### config.mk
export PLATFORM = sky130hd
export DESIGN_NAME = ps2_mouse_rx_flat
export DESIGN_NICKNAME = d
export VERILOG_FILES = /design/src/rtl/ps2_mouse_rx_pkg.sv /design/src/rtl/ps2_mouse_rx_if.sv /design/src/rtl/ps2_frame_rx.sv /design/src/rtl/ps2_mouse_rx.sv /design/src/flat_wrapper.sv
export SDC_FILE = /design/constraint.sdc
export NUM_CORES = 1
export LEC_CHECK = 0
export BUFFER_PORTS_ARGS = -buffer_cell sky130_fd_sc_hd__buf_2
export CORE_ASPECT_RATIO = 1.25
export CORE_MARGIN = 3
export CORE_UTILIZATION = 64
export CTS_BUF_LIST = sky130_fd_sc_hd__clkbuf_8
export CTS_CLUSTER_SIZE = 30
export DETAILED_ROUTE_END_ITERATION = 10
export GPL_TIMING_DRIVEN = 0
export PLACE_DENSITY_LB_ADDON = 0.08
export SETUP_SLACK_MARGIN = 0.5
export SLEW_MARGIN = 20
export SYNTH_ARGS = -nofsm -noshare
export SYNTH_HDL_FRONTEND = slang
export SYNTH_SLANG_ARGS = --single-unit
### constraint.sdc
create_clock -name clk -period 3.6 [get_ports clk]
set_clock_uncertainty 0.1 [all_clocks]
set_input_delay 0.54 -clock clk [delete_from_list [all_inputs] [get_ports clk]]
set_output_delay 0.54 -clock clk [all_outputs]
set_load 0.02 [all_outputs]
### src/rtl/ps2_mouse_rx_pkg.sv
// Shared definitions for the PS/2 mouse receiver: frame FSM encoding,
// byte0 header bit positions, default screen size and axis arithmetic.
package ps2_mouse_rx_pkg;

    // Device-to-host frame deframer states
    typedef enum logic [1:0] {
        FR_IDLE,
        FR_DATA,
        FR_PARITY,
        FR_STOP
    } frame_state_e;

    // Bit positions inside the first byte of a standard 3-byte packet
    localparam int B0_LEFT    = 0;
    localparam int B0_RIGHT   = 1;
    localparam int B0_ALWAYS1 = 3;
    localparam int B0_XSIGN   = 4;
    localparam int B0_YSIGN   = 5;
    localparam int B0_XOVF    = 6;
    localparam int B0_YOVF    = 7;

    // Screen size also used by the object and display logic
    localparam int SCREEN_W_DEF = 640;
    localparam int SCREEN_H_DEF = 480;

    // 9-bit two's complement movement widened to 12 bits; overflow zeroes it
    function automatic logic signed [11:0] axis_delta(input logic sign,
                                                      input logic [7:0] mag,
                                                      input logic ovf);
        logic signed [11:0] r;
        if (ovf)
            r = 12'sd0;
        else
            r = {{3{sign}}, sign, mag};
        return r;
    endfunction

    // Saturate a signed candidate coordinate to 0..max_v (never wraps)
    function automatic logic [9:0] clamp_axis(input logic signed [11:0] v,
                                              input logic [9:0] max_v);
        logic [9:0] r;
        if (v < 12'sd0)
            r = 10'd0;
        else if (v > $signed({2'b00, max_v}))
            r = max_v;
        else
            r = v[9:0];
        return r;
    endfunction

endpackage

### src/rtl/ps2_mouse_rx_if.sv
// Pin-side and cursor-side signals of the PS/2 mouse receiver.
// slave = the receiver, master = whatever drives the pins and uses the cursor.
interface ps2_mouse_rx_if;
    logic       ps2_clk;
    logic       ps2_data;
    logic [9:0] mousex;
    logic [9:0] mousey;
    logic       mousepush;
    logic       mouseright;
    logic       pkt_valid;
    logic       frame_err;

    modport master (
        output ps2_clk, ps2_data,
        input  mousex, mousey, mousepush, mouseright, pkt_valid, frame_err
    );

    modport slave (
        input  ps2_clk, ps2_data,
        output mousex, mousey, mousepush, mouseright, pkt_valid, frame_err
    );
endinterface

### src/rtl/ps2_frame_rx.sv
// PS/2 device-to-host deframer: pin synchronizers, ps2_clk glitch filter,
// 11-bit frame FSM with odd-parity/stop check and inter-bit timeout.
module ps2_frame_rx
    import ps2_mouse_rx_pkg::*;
#(
    parameter int FILTER_LEN  = 8,
    parameter int BIT_TIMEOUT = 20000
) (
    input  logic       clk,
    input  logic       rst,
    input  logic       ps2_clk_i,
    input  logic       ps2_data_i,
    output logic [7:0] byte_o,
    output logic       byte_valid_o,
    output logic       frame_err_o
);

    localparam int FCW = $clog2(FILTER_LEN + 1);
    localparam int TCW = $clog2(BIT_TIMEOUT + 2);

    logic           clk_s1_q, clk_s2_q, dat_s1_q, dat_s2_q;
    logic [FCW-1:0] filt_cnt_q;
    logic           filt_q, filt_prev_q;
    logic           strobe;

    frame_state_e   state_q;
    logic [2:0]     bit_cnt_q;
    logic [7:0]     shift_q;
    logic           par_q;
    logic [TCW-1:0] tmo_q;
    logic [7:0]     byte_q;
    logic           byte_valid_q, frame_err_q;

    // Two-flop synchronizers; idle bus level is high
    always_ff @(posedge clk or posedge rst) begin
        if (rst) begin
            clk_s1_q <= 1'b1;
            clk_s2_q <= 1'b1;
            dat_s1_q <= 1'b1;
            dat_s2_q <= 1'b1;
        end else begin
            clk_s1_q <= ps2_clk_i;
            clk_s2_q <= clk_s1_q;
            dat_s1_q <= ps2_data_i;
            dat_s2_q <= dat_s1_q;
        end
    end

    // Filtered clock flips only after FILTER_LEN consecutive differing samples
    always_ff @(posedge clk or posedge rst) begin
        if (rst) begin
            filt_cnt_q  <= '0;
            filt_q      <= 1'b1;
            filt_prev_q <= 1'b1;
        end else begin
            filt_prev_q <= filt_q;
            if (clk_s2_q == filt_q) begin
                filt_cnt_q <= '0;
            end else if (filt_cnt_q == FCW'(FILTER_LEN - 1)) begin
                filt_q     <= clk_s2_q;
                filt_cnt_q <= '0;
            end else begin
                filt_cnt_q <= filt_cnt_q + 1'b1;
            end
        end
    end

    // One-cycle sample strobe on each falling edge of the filtered clock
    assign strobe = filt_prev_q & ~filt_q;

    // Frame FSM: start, 8 data bits LSB first, parity, stop; bit timeout aborts
    always_ff @(posedge clk or posedge rst) begin
        if (rst) begin
            state_q      <= FR_IDLE;
            bit_cnt_q    <= '0;
            shift_q      <= '0;
            par_q        <= 1'b0;
            tmo_q        <= '0;
            byte_q       <= '0;
            byte_valid_q <= 1'b0;
            frame_err_q  <= 1'b0;
        end else begin
            byte_valid_q <= 1'b0;
            frame_err_q  <= 1'b0;

            if (strobe || state_q == FR_IDLE)
                tmo_q <= '0;
            else
                tmo_q <= tmo_q + 1'b1;

            if (strobe) begin
                case (state_q)
                    FR_IDLE: begin
                        if (!dat_s2_q) begin
                            state_q   <= FR_DATA;
                            bit_cnt_q <= '0;
                        end
                    end
                    FR_DATA: begin
                        shift_q   <= {dat_s2_q, shift_q[7:1]};
                        bit_cnt_q <= bit_cnt_q + 1'b1;
                        if (bit_cnt_q == 3'd7)
                            state_q <= FR_PARITY;
                    end
                    FR_PARITY: begin
                        par_q   <= dat_s2_q;
                        state_q <= FR_STOP;
                    end
                    FR_STOP: begin
                        if (dat_s2_q && (^{shift_q, par_q})) begin
                            byte_q       <= shift_q;
                            byte_valid_q <= 1'b1;
                        end else begin
                            frame_err_q <= 1'b1;
                        end
                        state_q <= FR_IDLE;
                    end
                    default: state_q <= FR_IDLE;
                endcase
            end else if (state_q != FR_IDLE && tmo_q > TCW'(BIT_TIMEOUT)) begin
                frame_err_q <= 1'b1;
                state_q     <= FR_IDLE;
            end
        end
    end

    assign byte_o       = byte_q;
    assign byte_valid_o = byte_valid_q;
    assign frame_err_o  = frame_err_q;

endmodule

### src/rtl/ps2_mouse_rx.sv
// PS/2 mouse receiver top: assembles 3-byte standard packets from the
// deframer and accumulates a clamped cursor position plus button state.
module ps2_mouse_rx
    import ps2_mouse_rx_pkg::*;
#(
    parameter int SCREEN_W    = SCREEN_W_DEF,
    parameter int SCREEN_H    = SCREEN_H_DEF,
    parameter int INIT_X      = 320,
    parameter int INIT_Y      = 240,
    parameter int FILTER_LEN  = 8,
    parameter int BIT_TIMEOUT = 20000,
    parameter int PKT_TIMEOUT = 200000
) (
    input logic           clk,
    input logic           rst,
    ps2_mouse_rx_if.slave bus
);

    localparam int         PCW   = $clog2(PKT_TIMEOUT + 2);
    localparam logic [9:0] X_MAX = 10'(SCREEN_W - 1);
    localparam logic [9:0] Y_MAX = 10'(SCREEN_H - 1);

    logic [7:0] rx_byte;
    logic       rx_valid, rx_err;

    logic [1:0]     idx_q;
    logic           hdr_left_q, hdr_right_q;
    logic           hdr_xsign_q, hdr_ysign_q, hdr_xovf_q, hdr_yovf_q;
    logic [7:0]     dx_lo_q;
    logic [PCW-1:0] pkt_tmo_q;

    logic [9:0] mousex_q, mousey_q;
    logic       push_q, right_q, pkt_valid_q;

    logic signed [11:0] dx, dy, nx, ny;
    logic [9:0]         mousex_d, mousey_d;

    ps2_frame_rx #(
        .FILTER_LEN  (FILTER_LEN),
        .BIT_TIMEOUT (BIT_TIMEOUT)
    ) u_frame (
        .clk          (clk),
        .rst          (rst),
        .ps2_clk_i    (bus.ps2_clk),
        .ps2_data_i   (bus.ps2_data),
        .byte_o       (rx_byte),
        .byte_valid_o (rx_valid),
        .frame_err_o  (rx_err)
    );

    // Candidate position from the stored header/dx and the incoming dy byte;
    // PS/2 +y is up while screen rows grow downward, hence the subtraction
    always_comb begin
        dx       = axis_delta(hdr_xsign_q, dx_lo_q, hdr_xovf_q);
        dy       = axis_delta(hdr_ysign_q, rx_byte, hdr_yovf_q);
        nx       = $signed({2'b00, mousex_q}) + dx;
        ny       = $signed({2'b00, mousey_q}) - dy;
        mousex_d = clamp_axis(nx, X_MAX);
        mousey_d = clamp_axis(ny, Y_MAX);
    end

    // Packet assembler with inter-byte timeout, and cursor/button update
    always_ff @(posedge clk or posedge rst) begin
        if (rst) begin
            idx_q       <= 2'd0;
            hdr_left_q  <= 1'b0;
            hdr_right_q <= 1'b0;
            hdr_xsign_q <= 1'b0;
            hdr_ysign_q <= 1'b0;
            hdr_xovf_q  <= 1'b0;
            hdr_yovf_q  <= 1'b0;
            dx_lo_q     <= '0;
            pkt_tmo_q   <= '0;
            mousex_q    <= 10'(INIT_X);
            mousey_q    <= 10'(INIT_Y);
            push_q      <= 1'b0;
            right_q     <= 1'b0;
            pkt_valid_q <= 1'b0;
        end else begin
            pkt_valid_q <= 1'b0;
            if (rx_err) begin
                idx_q     <= 2'd0;
                pkt_tmo_q <= '0;
            end else if (rx_valid) begin
                pkt_tmo_q <= '0;
                case (idx_q)
                    2'd0: begin
                        // Header must have its always-one bit; otherwise resync
                        if (rx_byte[B0_ALWAYS1]) begin
                            hdr_left_q  <= rx_byte[B0_LEFT];
                            hdr_right_q <= rx_byte[B0_RIGHT];
                            hdr_xsign_q <= rx_byte[B0_XSIGN];
                            hdr_ysign_q <= rx_byte[B0_YSIGN];
                            hdr_xovf_q  <= rx_byte[B0_XOVF];
                            hdr_yovf_q  <= rx_byte[B0_YOVF];
                            idx_q       <= 2'd1;
                        end
                    end
                    2'd1: begin
                        dx_lo_q <= rx_byte;
                        idx_q   <= 2'd2;
                    end
                    default: begin
                        mousex_q    <= mousex_d;
                        mousey_q    <= mousey_d;
                        push_q      <= hdr_left_q;
                        right_q     <= hdr_right_q;
                        pkt_valid_q <= 1'b1;
                        idx_q       <= 2'd0;
                    end
                endcase
            end else if (idx_q != 2'd0) begin
                if (pkt_tmo_q > PCW'(PKT_TIMEOUT)) begin
                    idx_q     <= 2'd0;
                    pkt_tmo_q <= '0;
                end else begin
                    pkt_tmo_q <= pkt_tmo_q + 1'b1;
                end
            end else begin
                pkt_tmo_q <= '0;
            end
        end
    end

    assign bus.mousex     = mousex_q;
    assign bus.mousey     = mousey_q;
    assign bus.mousepush  = push_q;
    assign bus.mouseright = right_q;
    assign bus.pkt_valid  = pkt_valid_q;
    assign bus.frame_err  = rx_err;

endmodule

### src/flat_wrapper.sv
// flat-port wrapper written by rule: the top's interface ports become plain ports
module ps2_mouse_rx_flat import ps2_mouse_rx_pkg::*;
#(
    parameter int SCREEN_W    = SCREEN_W_DEF,
    parameter int SCREEN_H    = SCREEN_H_DEF,
    parameter int INIT_X      = 320,
    parameter int INIT_Y      = 240,
    parameter int FILTER_LEN  = 8,
    parameter int BIT_TIMEOUT = 20000,
    parameter int PKT_TIMEOUT = 200000
)
  (clk, rst, bus_ps2_clk, bus_ps2_data, bus_mousex, bus_mousey, bus_mousepush, bus_mouseright, bus_pkt_valid, bus_frame_err);
  ps2_mouse_rx_if bus_i ();
  input logic clk;
  input logic rst;
  input wire logic [$bits(bus_i.ps2_clk)-1:0] bus_ps2_clk;
  input wire logic [$bits(bus_i.ps2_data)-1:0] bus_ps2_data;
  output wire logic [$bits(bus_i.mousex)-1:0] bus_mousex;
  output wire logic [$bits(bus_i.mousey)-1:0] bus_mousey;
  output wire logic [$bits(bus_i.mousepush)-1:0] bus_mousepush;
  output wire logic [$bits(bus_i.mouseright)-1:0] bus_mouseright;
  output wire logic [$bits(bus_i.pkt_valid)-1:0] bus_pkt_valid;
  output wire logic [$bits(bus_i.frame_err)-1:0] bus_frame_err;
  assign bus_i.ps2_clk = bus_ps2_clk;
  assign bus_i.ps2_data = bus_ps2_data;
  assign bus_mousex = bus_i.mousex;
  assign bus_mousey = bus_i.mousey;
  assign bus_mousepush = bus_i.mousepush;
  assign bus_mouseright = bus_i.mouseright;
  assign bus_pkt_valid = bus_i.pkt_valid;
  assign bus_frame_err = bus_i.frame_err;
  ps2_mouse_rx #(.SCREEN_W(SCREEN_W), .SCREEN_H(SCREEN_H), .INIT_X(INIT_X), .INIT_Y(INIT_Y), .FILTER_LEN(FILTER_LEN), .BIT_TIMEOUT(BIT_TIMEOUT), .PKT_TIMEOUT(PKT_TIMEOUT)) u_core (.clk(clk), .rst(rst), .bus(bus_i));
endmodule
After elaboration in Yosys (flattened, before gate mapping)

Index checks and enable logic that the tools add are counted.

Register bits: 106
Bits in latches: 0
RAM bits: 0
ROM bits: 0
Input bits: 4
Output and inout port bits: 24
Word-level logic and storage cells: 116
Memories kept: 0

$add $sub $neg: 6
Multipliers: 0
Div/mod/pow operators: 0
$lt $le $gt $ge: 6
Eq/ne operators: 11
Shifts and indexed selects: 0
Multiplexer cells: 36
Bitwise operators: 5
Reductions and logical operators: 23

Operators by type and width:

| operator                | count |
|---|---|
| $mux W18                | 4 |
| $mux W10                | 4 |
| $lt A12 B1 Y1 const B   | 2 |
| $mux W12                | 2 |
| $add A18 B1 Y18 const B | 1 |
| $gt A18 B18 Y1 const B  | 1 |
| $mux W2                 | 9 |
| $reduce_and A3 Y1       | 6 |
| $add A15 B1 Y15 const B | 1 |
| $gt A15 B15 Y1 const B  | 1 |
| $mux W15                | 1 |
| $add A11 B12 Y12        | 1 |
| $gt A12 B10 Y1 const B  | 1 |
| $gt A12 B11 Y1 const B  | 1 |
| $sub A11 B12 Y12        | 1 |
| $mux W1                 | 10 |
| $reduce_xor A9 Y1       | 1 |
| $mux W4                 | 2 |
| $pmux W2 S4             | 1 |
| $reduce_bool A2 Y1      | 4 |
| $ne A3 B3 Y1 const B    | 2 |
| $pmux W3 S2             | 1 |
| $reduce_and A2 Y1       | 3 |
| $reduce_bool A3 Y1      | 2 |
| other kinds (18)        | 25 |

Logic depth before layout (Yosys ltp)

Depth in word-level cells: 5
Mapped depth: 12
Mapped depth without buffers: 11

Modules after synthesis

Synthesis repeated with hierarchy kept, for this count alone.

Cell total of the unflattened synthesis: 556
Area total of the unflattened synthesis: 5919.4 µm²

By module, submodules not included:

| module       | times used | cells each | area an instance (µm²) | seq. area each (µm²) |
|---|---|---|---|---|
| ps2_mouse_rx | 1          | 380        | 3738.6                 | 1433.9 |
| ps2_frame_rx | 1          | 176        | 2180.8                 | 1233.7 |

Worst setup path after synthesis

Ideal clock, no wire load.

Path type: reg2reg
From: reg u_core.hdr_yovf_q
To: reg u_core.mousey_q[5] (netlist: u_core.bus.mousey[5])
Library setup time: 80 ps
Data arrival time: 2681 ps
Setup slack: 739 ps
Stages on the path, launching flop included: 13
Path buffers: 1
Cell sequence: dfrtp_1 > clkbuf_1 > nor2b_1 > ha_1 > inv_1 > fa_1 > a21o_1 > a221oi_2 > a21oi_2 > a21oi_4 > mux2i_1 > a21oi_4 > a32o_1

Longest elaborated chain between the ends: 5
Elaborated cells on any way between the ends: 6

RTL lines:

| item                     | line                   | RTL |
|---|---|---|
| start: declaration       | ps2_mouse_rx.sv:28     | `logic hdr_xsign_q, hdr_ysign_q, hdr_xovf_q, hdr_yovf_q;` |
| start signal: assignment | ps2_mouse_rx.sv:95     | `hdr_yovf_q <= rx_byte[B0_YOVF];` |
| $mux W12 (*)             | ps2_mouse_rx_pkg.sv:31 | `if (ovf)` |
| $sub A11 B12 Y12 (*)     | ps2_mouse_rx.sv:57     | `ny = $signed({2'b00, mousey_q}) - dy;` |
| $gt A12 B10 Y1           | ps2_mouse_rx_pkg.sv:44 | `else if (v > $signed({2'b00, max_v}))` |
| $mux W10                 | ps2_mouse_rx_pkg.sv:44 |  |
| $mux W10 (*)             | ps2_mouse_rx_pkg.sv:42 | `if (v < 12'sd0)` |
| end signal: assignment   | ps2_mouse_rx.sv:75     | `mousey_q <= 10'(INIT_Y);` |
| end signal: assignment   | ps2_mouse_rx.sv:105    | `mousey_q <= mousey_d;` |
| end: declaration         | ps2_mouse_rx.sv:32     | `logic [9:0] mousex_q, mousey_q;` |

Mark *: on every way between the ends. The rest lies on a longest branch, timed or not.
A chain may end at the register's enable or synchronous reset.

Worst setup path after layout

Same ends and word-level chain as after synthesis.

==> impl_metrics.csv <==
group,metric,value,unit
sta,holdWs,124,ps
sta,maxSlewViolCount,0,
logic_synthesis,syn_avg_cell_area,10.7,um^2
power_and_ir_drop,clkPwrFrac,0.342,
route,wirelength,11.1,mm
worst_setup_path,endpoint,"u_core.bus.mousey[5]",
route,drc_errors,0,
cells_and_area,final_util,0.743,
run,maxCapViolations,0,
placed_design,hpwlAfterDp,8.07,mm
logic_synthesis,synth-edff-count,0,
power_and_ir_drop,swShare,0.239,
power_and_ir_drop,total_power,2.16,mW
global_routing,grt_pass1_wl,19.6,mm
worst_setup_path,crit_family,"compound AO/OA/AOI/OAI gates",
worst_setup_path,critPathMaxStageDelay,370,ps
worst_hold_path,min_path_type,"input port to asynchronous set/reset pin",
floorplanning,row_count,38,
logic_synthesis,syn-num-nets,584,
sta,rsz0062_at_grt,"no",
cells_and_area,area_growth,11.9,%
logic_synthesis,netlist_instances,544,
placed_design,gp_congestion,0.881,
logic_synthesis,synth_top_cell_area_share,0.403,
clock_network,clkLatencyLatePin,360,ps
power_and_ir_drop,combPwrFrac,0.074,
clock_network,clock_sinks,106,
worst_setup_path,start_kind,"flop",
floorplanning,core_area,8800,um^2
clock_network,htreeDepth,3,
worst_setup_path,timing.rr.start,"u_core.hdr_yovf_q",
worst_setup_path,path_common_cell,"a21oi_4",
floorplanning,die_area,10300,um^2
global_routing,grt.total_usage,0.234,
placed_design,portBuffers,27,
logic_synthesis,synth_area,5840,um^2
sta,finalSetupViolCount,0,
sta,tns,0,ps
clock_network,numCtsBuffers,9,
logic_synthesis,ys_types,68,
global_routing,gr-total-overflow,0,
clock_network,clk_path_buf_depth,2,
route,num_vias,4102,
status,outcome,"finished clean",
global_routing,antenna_found_initial,0,
sta,tightest_slew,624,ps
cells_and_area,nFillCells,642,
clock_network,cts-root-buf,"clkbuf_8",
power_and_ir_drop,peakVddDrop,269,uV
route,dr.pass1.iters,4,
sta,period_share,0.832,
logic_synthesis,yosys_warnings,0,
clock_network,cts_tree,"done",
clock_network,clk_pin_slew_worst_paths,100,ps
sta,relSlewSlack,0.578,
sta,finalWorstSetupSlack,605,ps
floorplanning,chipWidth,91.4,um
sta,fmax,334,MHz
floorplanning,io_pins,28,
power_and_ir_drop,power.net_switching,0.518,mW
worst_setup_path,cp.buffers_inverters,2,
cells_and_area,final_cell_mix,"93 x dfrtp_1, 47 x nor2_1, 41 x nand2_1",
sta,finalHoldViolations,0,
worst_setup_path,arrival,3190,ps
worst_setup_path,worstRegToRegCells,12,
worst_setup_path,rr_endpoint,"u_core.bus.mousey[5]",
power_and_ir_drop,p_int,1.65,mW
clock_network,cts_hold_buffers,0,
placed_design,dp_slack,314,ps
logic_synthesis,yosys-top-cells-area,"dfrtp_1 40%, ha_1 7.3%, dfstp_2 5.4%, mux2_2 4.8%, xnor2_1 4.2%",
worst_setup_path,path_cells,"clkbuf_2 > nor2b_1 > ha_2 > inv_1 > fa_2 > a21o_1 > a221oi_4 > a21oi_4 > a21oi_4 > mux2i_4 > a21oi_4 > a32o_1",
power_and_ir_drop,pwr-share-seq,0.583,
worst_setup_path,crit_type,"flop to flop",
worst_setup_path,end_kind,"flop",
worst_setup_path,crit_path_start,"u_core.hdr_yovf_q",
worst_setup_path,rrSetupSlack,600,ps
logic_synthesis,ys_async_sr_fraction,1.00,
worst_setup_path,crit_path_max_fanout,10,
cells_and_area,n_antenna_cell,0,
worst_setup_path,crit_slowest_cell,"dfrtp_1",
sta,period_needed,3000,ps
logic_synthesis,ys.flop_type,"dfrtp_1",
floorplanning,die_h,113,um
route,antenna_left,0,
power_and_ir_drop,p_leak,3.04,nW
logic_synthesis,synth-seq-area-share,0.457,
route,wl_per_cell,15.4,um
logic_synthesis,synth_seq_cells,106,
floorplanning,start_util,0.664,
cells_and_area,nets,632,
route,vias_per_cell,5.72,
global_routing,grt_max_degree,36,
global_routing,grt_pass1_vias,4387,
cells_and_area,drive_above_1_share,0.211,
power_and_ir_drop,p_per_area,331,nW/um^2
logic_synthesis,synth_top_area_cell,"dfrtp_1",
worst_setup_path,crit_required,3790,ps
worst_setup_path,worst-path-stages,12,
route,drtIter0Drc,180,
cells_and_area,layout_commonest_cell,"dfrtp_1",
[power by group through the flow]
stage               logic [mW]  clock network, mW  registers (mW)
floorplan                0.121                  0            1.28
global placement         0.146                  0            1.28
detailed placement       0.164                  0            1.29
CTS                      0.164              0.764            1.26
global route             0.186              0.813            1.27
finish                   0.160              0.741            1.26
[stage by stage]
step,instances,instance area (um^2)
2_1_floorplan,544,5840
3_3_place_gp,691,6130
3_5_place_dp,694,6190
4_1_cts,711,6450
5_1_grt,717,6530
6_report,717,6530
[area by class of cell]
cell class              instances  area, um^2  share of cell area
repair buffers                 37         255              0.0391
inverters                      25        97.6              0.0149
well taps                     120         150              0.0230
plain buffers                  11        65.1             0.00996
clock inverters                 5        48.8             0.00747
multi-input cells             402        3090               0.474
clock buffers                  11         151              0.0232
flip-flops and latches        106        2670               0.409
[cell usage after synthesis (3+ instances only)]
master and n:
a21o_1 8, xor2_1 21, ha_1 34, nand3_1 21
nand2_1 41, a32oi_1 5, o221a_1 6, nand2b_1 13
mux2_2 25, dfstp_2 12, a31oi_1 4, a21oi_1 20
a21oi_2 4, o211ai_1 4, and2_1 3, and3_1 7
buf_6 3, mux2_1 8, xnor2_1 28, nor2_1 47
nor2b_1 12, o21ai_1 3, clkbuf_1 8, dfrtp_1 94
or3_1 5, o21ai_0 12, nand4_1 6, a22o_1 3
inv_1 25, nor3_1 10, a21boi_0 3
[worst min-delay path by stage]
stage                             from                       to  depth (start not counted)
2_1_floorplan  u_core.u_frame.clk_s1_q  u_core.u_frame.clk_s2_q                          0
3_3_place_gp   u_core.u_frame.clk_s1_q  u_core.u_frame.clk_s2_q                          0
3_5_place_dp   u_core.u_frame.dat_s1_q  u_core.u_frame.dat_s2_q                          0
4_1_cts                            rst  u_core.u_frame.tmo_q[5]                          2
5_1_grt                            rst  u_core.u_frame.tmo_q[5]                          2
6_report                           rst  u_core.u_frame.tmo_q[5]                          2
[layer usage]
metal / share of wire / vias to the layer above / GRT usage
li1: - / 2008 / -
met1: 0.43 / 2002 / 0.286
met2: 0.51 / 66 / 0.406
met3: 0.027 / 26 / 0.0359
met4: 0.028 / 0 / 0.111
met5: 0 / - / 0
[registers in the layout, indices dropped and copies added (netlist names), 2 cells and up]
name / flops
u_core.bus.mousex: 10
u_core.bus.mousey: 10
u_core.dx_lo_q: 8
u_core.idx_q: 2
u_core.pkt_tmo_q: 18
u_core.u_frame.bit_cnt_q: 3
u_core.u_frame.byte_o: 8
u_core.u_frame.filt_cnt_q: 4
u_core.u_frame.shift_q: 8
u_core.u_frame.state_q: 2
u_core.u_frame.tmo_q: 15
[cell families after synthesis]
group / share of synthesized area
AOI/OAI and AO/OA: 0.144
xor gates and xnor gates: 0.0735
adders and majority gates: 0.0797
buffers and inverters: 0.0270
DFF: 0.457
muxes: 0.0677
and+or+nand+nor: 0.151
[repair_timing]
action,4_1_cts,5_1_grt
setup buffers,1,6
gates resized for setup,8,10
pin swaps,1,7
endpoints found under the setup margin,17,18
cloned,0,0
(Power assumes the default switching activity.)
